==> src/rtl/pe_sched_pkg.sv <==
// Shared types and helpers for the PE convolution scheduler.
package pe_sched_pkg;

   typedef enum logic [3:0] {
      S_IDLE,
      S_FETCH_W,
      S_WAIT_WLOAD,
      S_FETCH_A,
      S_WAIT_ALOAD,
      S_START_PE,
      S_WAIT_PE,
      S_EMIT,
      S_FINISH
   } sched_state_e;

   typedef enum logic {
      PH_WEIGHT,
      PH_ACTIVATION
   } phase_e;

   function automatic int num_windows(input int act_size, input int kern_size, input int stride);
      return (act_size - kern_size) / stride + 1;
   endfunction

endpackage

==> src/rtl/pe_watchdog.sv <==
// Wait-state watchdog: counts while enabled, expire pulses on the last allowed cycle.
module pe_watchdog #(
   parameter int TIMEOUT_CYCLES = 1024
) (
   input  logic clk,
   input  logic reset,
   input  logic i_clr,
   input  logic i_en,
   output logic o_expire
);
   localparam int CW = $clog2(TIMEOUT_CYCLES + 1);

   logic [CW-1:0] r_cnt;

   always_ff @(posedge clk or negedge reset) begin
      if (!reset)     r_cnt <= '0;
      else if (i_clr) r_cnt <= '0;
      else if (i_en)  r_cnt <= r_cnt + CW'(1);
   end

   // Fires in the cycle that would complete TIMEOUT_CYCLES of waiting.
   assign o_expire = i_en && (r_cnt == CW'(TIMEOUT_CYCLES - 1));

endmodule

==> src/rtl/pe_conv_scheduler.sv <==
// Runs one PE through a 1-D convolution job: load weights once, then per window
// load activations, start the PE, and hand the result downstream.
module pe_conv_scheduler
   import pe_sched_pkg::*;
#(
   parameter int DATA_WIDTH      = 16,
   parameter int ADDR_WIDTH      = 9,
   parameter int KERNEL_SIZE     = 3,
   parameter int ACTIVATION_SIZE = 5,
   parameter int STRIDE          = 1,
   parameter int TIMEOUT_CYCLES  = 1024
) (
   input  logic                  clk,
   input  logic                  reset,
   input  logic                  job_start,
   input  logic [ADDR_WIDTH-1:0] weight_base,
   input  logic [ADDR_WIDTH-1:0] act_base,
   output logic                  job_busy,
   output logic                  job_done,
   output logic                  job_error,
   output logic                  buf_rd_en,
   output logic [ADDR_WIDTH-1:0] buf_rd_addr,
   input  logic [DATA_WIDTH-1:0] buf_rd_data,
   output logic [DATA_WIDTH-1:0] pe_filter_data,
   output logic [DATA_WIDTH-1:0] pe_activation_data,
   output logic                  pe_load_enable_weight,
   output logic                  pe_load_enable_activation,
   output logic                  pe_start,
   input  logic                  pe_load_done,
   input  logic                  pe_compute_done,
   input  logic [DATA_WIDTH-1:0] pe_out,
   output logic                  res_valid,
   output logic [DATA_WIDTH-1:0] res_data,
   output logic [7:0]            res_index,
   input  logic                  res_ready
);
   localparam int NW = num_windows(ACTIVATION_SIZE, KERNEL_SIZE, STRIDE);
   localparam int KW = $clog2(KERNEL_SIZE + 1);

   sched_state_e          r_state, w_next;
   logic [ADDR_WIDTH-1:0] r_wbase;
   logic [ADDR_WIDTH-1:0] r_wptr;     // activation base of the current window
   logic [KW-1:0]         r_idx;
   logic [7:0]            r_win;
   logic                  r_err;
   logic                  r_ld_en;
   phase_e                r_ld_phase;
   logic [DATA_WIDTH-1:0] r_res;

   logic w_wait, w_expire, w_to_error, w_fetch_last, w_last_win;

   assign w_wait       = (r_state == S_WAIT_WLOAD) || (r_state == S_WAIT_ALOAD) || (r_state == S_WAIT_PE);
   assign w_fetch_last = (r_idx == KW'(KERNEL_SIZE - 1));
   assign w_last_win   = (r_win == 8'(NW - 1));

   pe_watchdog #(.TIMEOUT_CYCLES(TIMEOUT_CYCLES)) u_wdog (
      .clk      (clk),
      .reset    (reset),
      .i_clr    (!w_wait),
      .i_en     (w_wait),
      .o_expire (w_expire)
   );

   assign job_busy                  = (r_state != S_IDLE);
   assign job_error                 = r_err;
   assign pe_filter_data            = buf_rd_data;
   assign pe_activation_data        = buf_rd_data;
   assign pe_load_enable_weight     = r_ld_en && (r_ld_phase == PH_WEIGHT);
   assign pe_load_enable_activation = r_ld_en && (r_ld_phase == PH_ACTIVATION);
   assign res_data                  = r_res;
   assign res_index                 = r_win;

   always_comb begin
      w_next      = r_state;
      w_to_error  = 1'b0;
      buf_rd_en   = 1'b0;
      buf_rd_addr = '0;
      pe_start    = 1'b0;
      res_valid   = 1'b0;
      job_done    = 1'b0;
      case (r_state)
         S_IDLE:       if (job_start) w_next = S_FETCH_W;
         S_FETCH_W: begin
            buf_rd_en   = 1'b1;
            buf_rd_addr = r_wbase + ADDR_WIDTH'(r_idx);
            if (w_fetch_last) w_next = S_WAIT_WLOAD;
         end
         // The awaited input takes priority over a coincident expiry.
         S_WAIT_WLOAD: if (pe_load_done) w_next = S_FETCH_A;
                       else if (w_expire) begin w_next = S_FINISH; w_to_error = 1'b1; end
         S_FETCH_A: begin
            buf_rd_en   = 1'b1;
            buf_rd_addr = r_wptr + ADDR_WIDTH'(r_idx);
            if (w_fetch_last) w_next = S_WAIT_ALOAD;
         end
         S_WAIT_ALOAD: if (pe_load_done) w_next = S_START_PE;
                       else if (w_expire) begin w_next = S_FINISH; w_to_error = 1'b1; end
         S_START_PE: begin
            pe_start = 1'b1;
            w_next   = S_WAIT_PE;
         end
         S_WAIT_PE:    if (pe_compute_done) w_next = S_EMIT;
                       else if (w_expire) begin w_next = S_FINISH; w_to_error = 1'b1; end
         S_EMIT: begin
            res_valid = 1'b1;
            if (res_ready) w_next = w_last_win ? S_FINISH : S_FETCH_A;
         end
         S_FINISH: begin
            job_done = 1'b1;
            w_next   = S_IDLE;
         end
         default:      w_next = S_IDLE;
      endcase
   end

   always_ff @(posedge clk or negedge reset) begin
      if (!reset) begin
         r_state    <= S_IDLE;
         r_wbase    <= '0;
         r_wptr     <= '0;
         r_idx      <= '0;
         r_win      <= '0;
         r_err      <= 1'b0;
         r_ld_en    <= 1'b0;
         r_ld_phase <= PH_WEIGHT;
         r_res      <= '0;
      end else begin
         r_state    <= w_next;
         r_ld_en    <= buf_rd_en;
         r_ld_phase <= (r_state == S_FETCH_W) ? PH_WEIGHT : PH_ACTIVATION;
         if (w_to_error) r_err <= 1'b1;
         case (r_state)
            S_IDLE: if (job_start) begin
               r_wbase <= weight_base;
               r_wptr  <= act_base;
               r_err   <= 1'b0;
               r_win   <= '0;
               r_idx   <= '0;
            end
            S_FETCH_W, S_FETCH_A: r_idx <= w_fetch_last ? '0 : r_idx + KW'(1);
            S_WAIT_PE: if (pe_compute_done) r_res <= pe_out;
            S_EMIT: if (res_ready && !w_last_win) begin
               r_win  <= r_win + 8'd1;
               r_wptr <= r_wptr + ADDR_WIDTH'(STRIDE);
            end
            default: ;
         endcase
      end
   end

endmodule

==> config.mk <==
export PLATFORM = sky130hd
export DESIGN_NAME = pe_conv_scheduler
export DESIGN_NICKNAME = d
export VERILOG_FILES = /design/src/rtl/pe_sched_pkg.sv /design/src/rtl/pe_watchdog.sv /design/src/rtl/pe_conv_scheduler.sv
export SDC_FILE = /design/constraint.sdc
export NUM_CORES = 1
export LEC_CHECK = 0
export ABC_AREA = 0
export CAP_MARGIN = 20
export CORE_UTILIZATION = 35
export DETAILED_ROUTE_END_ITERATION = 7
export GPL_ROUTABILITY_DRIVEN = 1
export HOLD_SLACK_MARGIN = 0.12
export PLACE_DENSITY_LB_ADDON = 0.08
export SYNTH_ARGS = -nofsm -noshare
export SYNTH_HDL_FRONTEND = slang
export SYNTH_HIERARCHICAL = 1
export SYNTH_SLANG_ARGS = --single-unit
export TNS_END_PERCENT = 1
==> constraint.sdc <==
create_clock -name clk -period 3.59 [get_ports clk]
set_input_delay 0.718 -clock clk [delete_from_list [all_inputs] [get_ports clk]]
set_output_delay 0.718 -clock clk [all_outputs]
set_load 0.1 [all_outputs]
==> out/results.md, run 1 <==
| Group | Quantity | Reported |
| --- | --- | --- |
| synth | Mean Syn Cell Area | 9.572 um2 |
| cells and area | Nets | 506 |
| sta | Period utilisation layout | 0.9866 |
| clocking | Maximum clock insertion buffer count | 2 |
| power and ir drop | Total Power Consumption | 4919 uW |
| floorplan | Starting utilization of the core area | 0.3607 |
| cells and area | Antenna cell count | 0 |
| placed design | # placed instances | 565 |
| cells and area | Growth of design area from synthesis to finish | 28.19% |
| clocking | Maximum level of the CTS H-tree | 3 |
| floorplan | Core area | 10,320 um2 |
| synth | Post-synthesis share of cell area spent on full adders, half adders and majority gates | 0.02554 |
| synth | Fraction of synthesized cell area in xor and xnor cells | 0.01647 |
| synth | Sequential cell area fraction in the yosys report | 0.4167 |
| power and ir drop | Total power divided by cell area | 1031 nW/um2 |
| synth | Count of synthesis-stage warnings from yosys | 6 |
| sta | Final number of hold-violating endpoints | 0 |
| routing | Antenna violation net count after detailed routing | 0 |
| synth | Nets in the synthesized netlist | 452 |
| power and ir drop | Internal power | 2261 uW |
| clocking | Inserted Clock Buffers | 9 |
| synth | Cell variety after synth | 60 |
| power and ir drop | Cell leakage power | 0.001978 uW |
| clocking | Sinks on Clock Net | 62 |
| placed design | Final Wtd Congestion | 0.8033 |
| cells and area | Fill cell total of the finished layout | 983 |
| status | Run status | finished clean |
| sta | Measured slew at the worst slew-check pin | 989.0 ps |
| critical path | Worst Path Buf+Inv | 2 |
| synth | Leading register cell type out of synthesis | sky130_fd_sc_hd__dfrtp_1 |
| synth | Yosys reg bits | 62 |
| grt | Total global routing track utilization | 0.1718 |
| synth | Simple-Gate Fraction of Synth Area | 0.2046 |
| critical path | Crit-path cells | and4bb_4 -> mux2_2 -> ha_1 -> inv_1 -> fa_2 -> a2111oi_4 -> mux2i_2 -> buf_12 |
| power and ir drop | Psw | 2658 uW |
| floorplan | Die height | 105.1 um |
| critical path | Largest delay contributor family on the critical path | adder cells |
| routing | Vias | 3,039 |
| floorplan | Horizontal die dimension | 105.1 um |
| critical path | Endpoint type of the worst setup path | output port |
| grt | Remaining global-route overflow | 0 |
| clocking | CTS Root Cell | sky130_fd_sc_hd__clkbuf_8 |
| sta | Upper clock frequency limit | 282.3 MHz |
| grt | Number of antenna violations at the first check in global routing | 0 |
| cells and area | Final core utilization | 0.4624 |
| power and ir drop | Share of power burned in the clock network | 0.131 |
| synth | Post-synthesis async set-or-reset flop share | 1.000 |
| floorplan | Total Die Area | 11,060 um2 |
| power and ir drop | Sequential cell fraction of total power | 0.230 |
| routing | Post-detailed-route DRC marker count | 0 |
| sta | Count of final max-slew check failures | 0 |
| power and ir drop | Worst IR Drop VDD | 553.2 uV |
| critical path | Worst endpoint data arrival time | 2820 ps |
| placed design | Detail Placement HPWL | 6515 um |
| critical path | Critical setup path kind | reg -> out |
| grt | Pin count of the biggest net entering global routing | 37 |
| floorplan | Row Count | 37 |
| cells and area | Proportion of layout cells with a drive suffix above 1 | 0.2188 |
| critical path | Crit-path max FO | 6 |
| synth | Gate Count Post-Synth | 389 |
| synth | Multiplexer fraction of the synthesized cell area | 0.09509 |
| synth | Number of synthesized flops with an enable pin | 0 |
| critical path | Critical Path Max Stage Delay | 410 ps |
| power and ir drop | Gate power share | 0.640 |
| sta | Period minus WS final | 3542 ps |
| grt | Vias in the first global route | 3,013 |
| cells and area | Number of non-filler instances in the completed layout | 584 |
| clocking | Clock edge transition at the registers on the reported setup and hold paths | 80 ps |
| sta | Slew headroom | 0.3386 |
| routing | Wire per inst | 15.35 um |
| critical path | Startpoint type of the worst setup path | register |
| routing | WL final | 8966 um |
| synth | Post-synthesis compound-gate area fraction | 0.1361 |
| clocking | Clock network latency to the later pin of the worst-skew pair | 350 ps |
| synth | Netlist area before placement | 3724 um2 |
| sta | Unrepaired setup endpoints after global routing | yes |
| hold path | Tightest Hold Check Type | in -> async |
| critical path | Slowest stage cell on the critical path | sky130_fd_sc_hd__fa_2 |
| placed design | Total of buffers placed on input and output ports | 80 |
| grt | First-pass GRT wire length | 14,990 um |
| critical path | Data required time of the worst path | 2870 ps |
| power and ir drop | Fraction of power spent switching nets | 0.5404 |
| run | Max Cap Violations | 0 |
| routing | Detailed-routing iteration count for the pre-antenna-repair pass | 4 |
| synth | Largest family of logic cells by synthesized area | simple AND/OR/NAND/NOR gates |
| routing | Via density | 5.204 |
| floorplan | Ports | 129 |
| clocking | TritonCTS clock tree | yes |
| sta | Setup clock skew after layout | 14.19 ps |
| sta | Number of endpoints failing setup at the final stage | 0 |
| routing | Initial drt markers | 126 |
-- worst register-to-register path: cells and delay by family, from the launching register on --
kind	cells	cell delay (ps)
AOI/OAI and AO/OA	2	240
DFF	1	380
and+or+nand+nor	6	1480
buffers and inverters	3	600
-- cell usage in the layout, fill, tap and decap left out, types with 2 or more instances in the layout --
cell                              synthesis  routed
sky130_fd_sc_hd__xor2_1                   4       4
sky130_fd_sc_hd__nor3_2                   0       2
sky130_fd_sc_hd__nor4_2                   2       3
sky130_fd_sc_hd__ha_1                     6       6
sky130_fd_sc_hd__a21oi_1                 20      20
sky130_fd_sc_hd__or4_1                    4       4
sky130_fd_sc_hd__nor4_1                   9       8
sky130_fd_sc_hd__a211oi_1                 3       2
sky130_fd_sc_hd__o21ai_0                 15      15
sky130_fd_sc_hd__clkdlybuf4s50_1          0      59
sky130_fd_sc_hd__buf_12                   0      10
sky130_fd_sc_hd__nand2b_1                 3       3
sky130_fd_sc_hd__inv_1                   14      14
sky130_fd_sc_hd__and2_1                   3       3
sky130_fd_sc_hd__and3_1                   4       4
sky130_fd_sc_hd__o31ai_1                  6       6
sky130_fd_sc_hd__dfrtp_1                 62      62
sky130_fd_sc_hd__clkinvlp_4               0       3
sky130_fd_sc_hd__or3_1                    6       6
sky130_fd_sc_hd__clkbuf_8                 0      10
sky130_fd_sc_hd__o31a_1                   2       2
sky130_fd_sc_hd__nand3_1                 10      10
sky130_fd_sc_hd__nand4_1                  8       8
sky130_fd_sc_hd__a31oi_1                  4       4
sky130_fd_sc_hd__mux2i_1                  7       5
sky130_fd_sc_hd__mux2_2                  24      24
sky130_fd_sc_hd__a22o_1                   2       2
sky130_fd_sc_hd__o22ai_1                  7       7
sky130_fd_sc_hd__nor3b_1                  2       2
sky130_fd_sc_hd__nand2_1                 47      47
sky130_fd_sc_hd__buf_4                   35      23
sky130_fd_sc_hd__nor3_1                   6       4
sky130_fd_sc_hd__mux2i_2                  1       3
sky130_fd_sc_hd__nor2b_1                  5       5
sky130_fd_sc_hd__nor2_1                  22      22
sky130_fd_sc_hd__or2_2                    3       3
sky130_fd_sc_hd__xnor2_1                  3       3
-- metrics by stage --
step / hold slack (ps) / setup WS [ps] / setup TNS (ps) / instance area [um2]
2_1_floorplan: 422.4 / -654.6 / -2966 / 3752
3_3_place_gp: 461.6 / 229.3 / 0 / 4537
3_5_place_dp: 471.6 / 199.5 / 0 / 4537
4_1_cts: 403.0 / 23.83 / 0 / 4751
5_1_grt: 431.2 / -70.49 / -211.7 / 4773
6_report: 393.5 / 48.28 / 0 / 4773
-- final timing paths --
kind | startpoint | end | slack (ps) | cells after the start
hold reg to reg | r_wbase[0]$_DFFE_PN0P_ | r_wbase[0]$_DFFE_PN0P_ | 490 | 2
setup reg to reg | r_state[0]$_DFFE_PN0P_ | r_state[1]$_DFFE_PN0P_ | 780 | 11
hold / removal | reset | res_data[2]$_DFFE_PN0P_ | 390 | 1
setup / recovery | r_state[3]$_DFFE_PN0P_ | buf_rd_addr[8] | 50 | 8
min in group clk | r_wbase[0]$_DFFE_PN0P_ | r_wbase[0]$_DFFE_PN0P_ | 490 | 2
max in group asynchronous | reset | r_state[1]$_DFFE_PN0P_ | 2570 | 2
-- state kept, by name, indices dropped and copies added, names as in the netlist --
register      count
res_index         8
r_state           4
u_wdog/r_cnt     11
res_data         16
r_ld_en           1
r_ld_phase        1
job_error         1
r_wbase           9
r_idx             2
r_wptr            9
-- synth_stat cells (8+ instances only) --
cell type	number	area, um2
sky130_fd_sc_hd__a21oi_1	20	100.1
sky130_fd_sc_hd__nand2_1	47	176.4
sky130_fd_sc_hd__o21ai_0	15	75.07
sky130_fd_sc_hd__nand4_1	8	50.05
sky130_fd_sc_hd__nor4_1	9	56.30
sky130_fd_sc_hd__mux2_2	24	270.3
sky130_fd_sc_hd__dfrtp_1	62	1551
sky130_fd_sc_hd__inv_1	14	52.55
sky130_fd_sc_hd__nand3_1	10	50.05
sky130_fd_sc_hd__clkbuf_1	10	37.54
sky130_fd_sc_hd__nor2_1	22	82.58
sky130_fd_sc_hd__buf_4	35	262.8
-- layer usage --
metal	wire (um)	vias to the layer above	GRT usage
li1	-	1465	-
met5	0	-	0
met4	106	0	0.06640
met2	4012	84	0.2616
met1	4287	1474	0.2332
met3	560	16	0.04429
-- layout make-up --
| class | count | area [um2] | share of cell area |
|---|---|---|---|
| Clock inverter | 6 | 70.07 | 0.01468 |
| Timing Repair Buffer | 93 | 968.4 | 0.2029 |
| Inverter | 16 | 61.31 | 0.01284 |
| Clock buffer | 10 | 137.6 | 0.02883 |
| Tap cell | 136 | 170.2 | 0.03565 |
| Multi-Input combinational cell | 261 | 1814 | 0.3801 |
| Sequential cell | 62 | 1551 | 0.3250 |
-- what timing repair did --
| action | in CTS | in global routing |
|---|---|---|
| endpoints found under the setup margin | 3 | 3 |
| hold buffers | 0 | 0 |
| pin swaps | 0 | 1 |
| buffers inserted | 0 | 3 |
| gates resized for setup | 3 | 0 |
-- cell families after synthesis --
family                   Yosys count
buffers and inverters             66
flip-flops                        62
adder cells (fa/ha/maj)            7
XOR/XNOR                           7
AO/OA/AOI/OAI                     73
multiplexers                      32
AND/OR/NAND/NOR                  142
-- power by group through the flow --
stage | clock (uW) | combinational, uW | sequential [uW]
3_5_place_dp | 0 | 3130 | 1140
6_report | 643 | 3150 | 1130
5_1_grt | 699 | 3320 | 1170
4_1_cts | 669 | 3150 | 1130
2_1_floorplan | 0 | 1840 | 1720
3_3_place_gp | 0 | 3120 | 1130
No activity file was read; power rests on OpenSTA's default activity.
==> run 2: changes to the inputs <==
Settings changed: CORE_MARGIN set to 1.5, CORE_UTILIZATION 35 to 40.
==> out/results.md, run 2 (same netlist as run 1, synthesis figures left out) <==
| Group | Quantity | Reported | vs previous |
| --- | --- | --- | --- |
| status | Run status | finished clean |  |
| placed design | Minimum setup slack after placement | 328.4 ps | +128.8 ps |
| routing | Via density | 5.475 | +5.2% |
| floorplan | Die height | 99.48 um | -5.4% |
| grt | Pin count of the biggest net entering global routing | 34 | -8.1% |
| critical path | Critical setup path kind | reg -> out |  |
| grt | Vias in the first global route | 2,971 | -1.4% |
| critical path | Crit-path max FO | 10 | +4 |
| clocking | Maximum level of the CTS H-tree | 3 | unchanged |
| sta | Least setup slack across all paths after layout | 112.2 ps | +63.87 ps |
| grt | Remaining global-route overflow | 0 | unchanged |
| routing | Detailed-routing iteration count for the pre-antenna-repair pass | 4 | unchanged |
| critical path | Startpoint type of the worst setup path | register |  |
| routing | Wire per inst | 15.53 um | +1.2% |
| sta | Worst slack on hold paths | 440.1 ps | +46.67 ps |
| grt | Number of antenna violations at the first check in global routing | 0 | unchanged |
| clocking | Setup fix buffers added after clock tree synthesis | 0 | unchanged |
| floorplan | Starting utilization of the core area | 0.4068 | +0.04615 |
| floorplan | Core area | 9153 um2 | -11% |
| clocking | Number of hold buffers added after cts | 0 | unchanged |
| routing | WL final | 8637 um | -3.7% |
| cells and area | Nets | 503 | -0.59% |
| clocking | Sinks on Clock Net | 62 | unchanged |
| hold path | Tightest Hold Check Type | in -> async |  |
| routing | Initial drt markers | 197 | +56% |
| power and ir drop | Total power divided by cell area | 1044 nW/um2 | +1.3% |
| run | Max Cap Violations | 0 | unchanged |
| sta | Upper clock frequency limit | 287.5 MHz | +1.8% |
| sta | Period utilisation layout | 0.9688 | -0.01779 |
| floorplan | Horizontal die dimension | 99.48 um | -5.4% |
| power and ir drop | Worst IR Drop VDD | 745.7 uV | +35% |
| clocking | CTS Root Cell | sky130_fd_sc_hd__clkbuf_8 |  |
| cells and area | Most common cell after layout, fill and taps aside | sky130_fd_sc_hd__dfrtp_1 |  |
| clocking | Clock network latency to the later pin of the worst-skew pair | 340 ps | about the same |
| sta | Count of final max-slew check failures | 0 | unchanged |
| sta | Number of endpoints failing setup at the final stage | 0 | unchanged |
| critical path | Data required time of the worst path | 2870 ps | about the same |
| floorplan | Row Count | 35 | -5.4% |
| sta | Final number of hold-violating endpoints | 0 | unchanged |
| power and ir drop | Cell leakage power | 0.001995 uW | +0.89% |
| placed design | Final Wtd Congestion | 0.8993 | +12% |
| placed design | Total of buffers placed on input and output ports | 80 | unchanged |
| grt | First-pass GRT wire length | 14,590 um | -2.7% |
| cells and area | Final core utilization | 0.5188 | +0.05643 |
| cells and area | Antenna cell count | 0 | unchanged |
| clocking | TritonCTS clock tree | yes |  |
| clocking | Inserted Clock Buffers | 9 | unchanged |
| critical path | Worst endpoint data arrival time | 2760 ps | -60 ps |
| routing | Vias | 3,044 | +0.16% |
| sta | Measured slew at the worst slew-check pin | 980.6 ps | -8.441 ps |
| cells and area | Flip-flop count of the largest register, all copies and words added | 16 | unchanged |
| sta | Slew headroom | 0.3442 | +0.005645 |
| cells and area | Commonest non-fill, non-tap cells in the layout | sky130_fd_sc_hd__dfrtp_1 (62), sky130_fd_sc_hd__clkdlybuf4s50_1 (59), sky130_fd_sc_hd__nand2_1 (47) |  |
| floorplan | Ports | 129 | unchanged |
| floorplan | Total Die Area | 9896 um2 | -10% |
| sta | Period minus WS final | 3478 ps | -63.87 ps |
| placed design | Detail Placement HPWL | 6395 um | -1.8% |
| cells and area | Fill cell total of the finished layout | 824 | -16% |
| grt | Total global routing track utilization | 0.1863 | +0.01449 |
| cells and area | Growth of design area from synthesis to finish | 27.52% |  |
| clocking | Maximum clock insertion buffer count | 2 | unchanged |
| cells and area | Proportion of layout cells with a drive suffix above 1 | 0.2090 | -0.009761 |
| routing | Post-detailed-route DRC marker count | 0 | unchanged |
| critical path | Endpoint type of the worst setup path | output port |  |
| routing | Antenna violation net count after detailed routing | 0 | unchanged |
| sta | Setup clock skew after layout | 10.27 ps | -3.924 ps |
| sta | Unrepaired setup endpoints after global routing | yes |  |
| clocking | Clock edge transition at the registers on the reported setup and hold paths | 70 ps | about the same |
[run 2: changes by cell type in the layout (fill, tap and decap cells not counted), sizes merged]
cell      change
buf           -4
bufbuf        +1
bufinv        +1
clkbuf        +2
clkinv        +1
clkinvlp      -3
inv           -1
[run 2: stage by stage]
| stage | area [um2] | cells | power (uW) | setup TNS, ps |
|---|---|---|---|---|
| after floorplan | 3752 | 389 | 3562 | -2966 |
| after detailed placement | 4506 | 540 | 4259 | 0 |
| final | 4748 | 556 | 4957 | 0 |
| after CTS | 4727 | 556 | 4960 | 0 |
| after global routing | 4748 | 556 | 5213 | -30.93 |
| after global placement | 4506 | 540 | 4239 | 0 |
[run 2: path summary, 6_finish.rpt]
check	from	end	slack, ps	depth (start not counted)
max	r_state[3]$_DFFE_PN0P_	buf_rd_addr[3]	110	8
min	reset	r_wbase[3]$_DFFE_PN0P_	440	1
max reg2reg	r_state[0]$_DFFE_PN0P_	r_state[1]$_DFFE_PN0P_	860	10
min reg2reg	r_wbase[1]$_DFFE_PN0P_	r_wbase[1]$_DFFE_PN0P_	480	2
max in group asynchronous	reset	r_wptr[4]$_DFFE_PN0P_	2500	2
min in group clk	r_wbase[1]$_DFFE_PN0P_	r_wbase[1]$_DFFE_PN0P_	480	2
[run 2: where the power goes]
group	internal (uW)	switching, uW	total (uW)	leakage [uW]
sequential	923	206	1130	0.000792
clock	408	260	668	0.000110
combinational	999	2160	3160	0.00109
total	2330	2630	4960	0.00200
[run 2: worst max-delay path: stages (launching register included)]
cell and delay (ps):
sky130_fd_sc_hd__dfrtp_1 380, sky130_fd_sc_hd__and4bb_1 290, sky130_fd_sc_hd__buf_4 190, sky130_fd_sc_hd__mux2_2 380, sky130_fd_sc_hd__ha_1 310, sky130_fd_sc_hd__a21oi_2 240, sky130_fd_sc_hd__o21ai_0 140, sky130_fd_sc_hd__a211oi_2 270
sky130_fd_sc_hd__buf_12 220
[run 2: repair_timing]
action / in CTS / in global routing
setup endpoints to repair: 2 / 4
pin swaps: 0 / 3
gates resized for setup: 2 / 2
gates cloned: 0 / 0
endpoints found under the hold margin: 0 / 0
[run 2: cell type report]
class | count | area, um2 | area share
clock buffers | 12 | 145.1 | 0.03057
clock inverters | 4 | 70.07 | 0.01476
inverters | 16 | 61.31 | 0.01291
multi-input cells | 261 | 1823 | 0.3839
flip-flops and latches | 62 | 1551 | 0.3267
well taps | 111 | 138.9 | 0.02925
repair buffers | 90 | 958.4 | 0.2018
[run 2: routing by layer]
layer  wire [um]  share of wire  up-vias  track usage
li1            -              -     1461            -
met1        3945           0.46     1492       0.2524
met2        4105           0.48       78       0.2977
met3         458          0.053       13      0.03443
met4         129          0.015        0      0.07151
met5           0              0        -            0
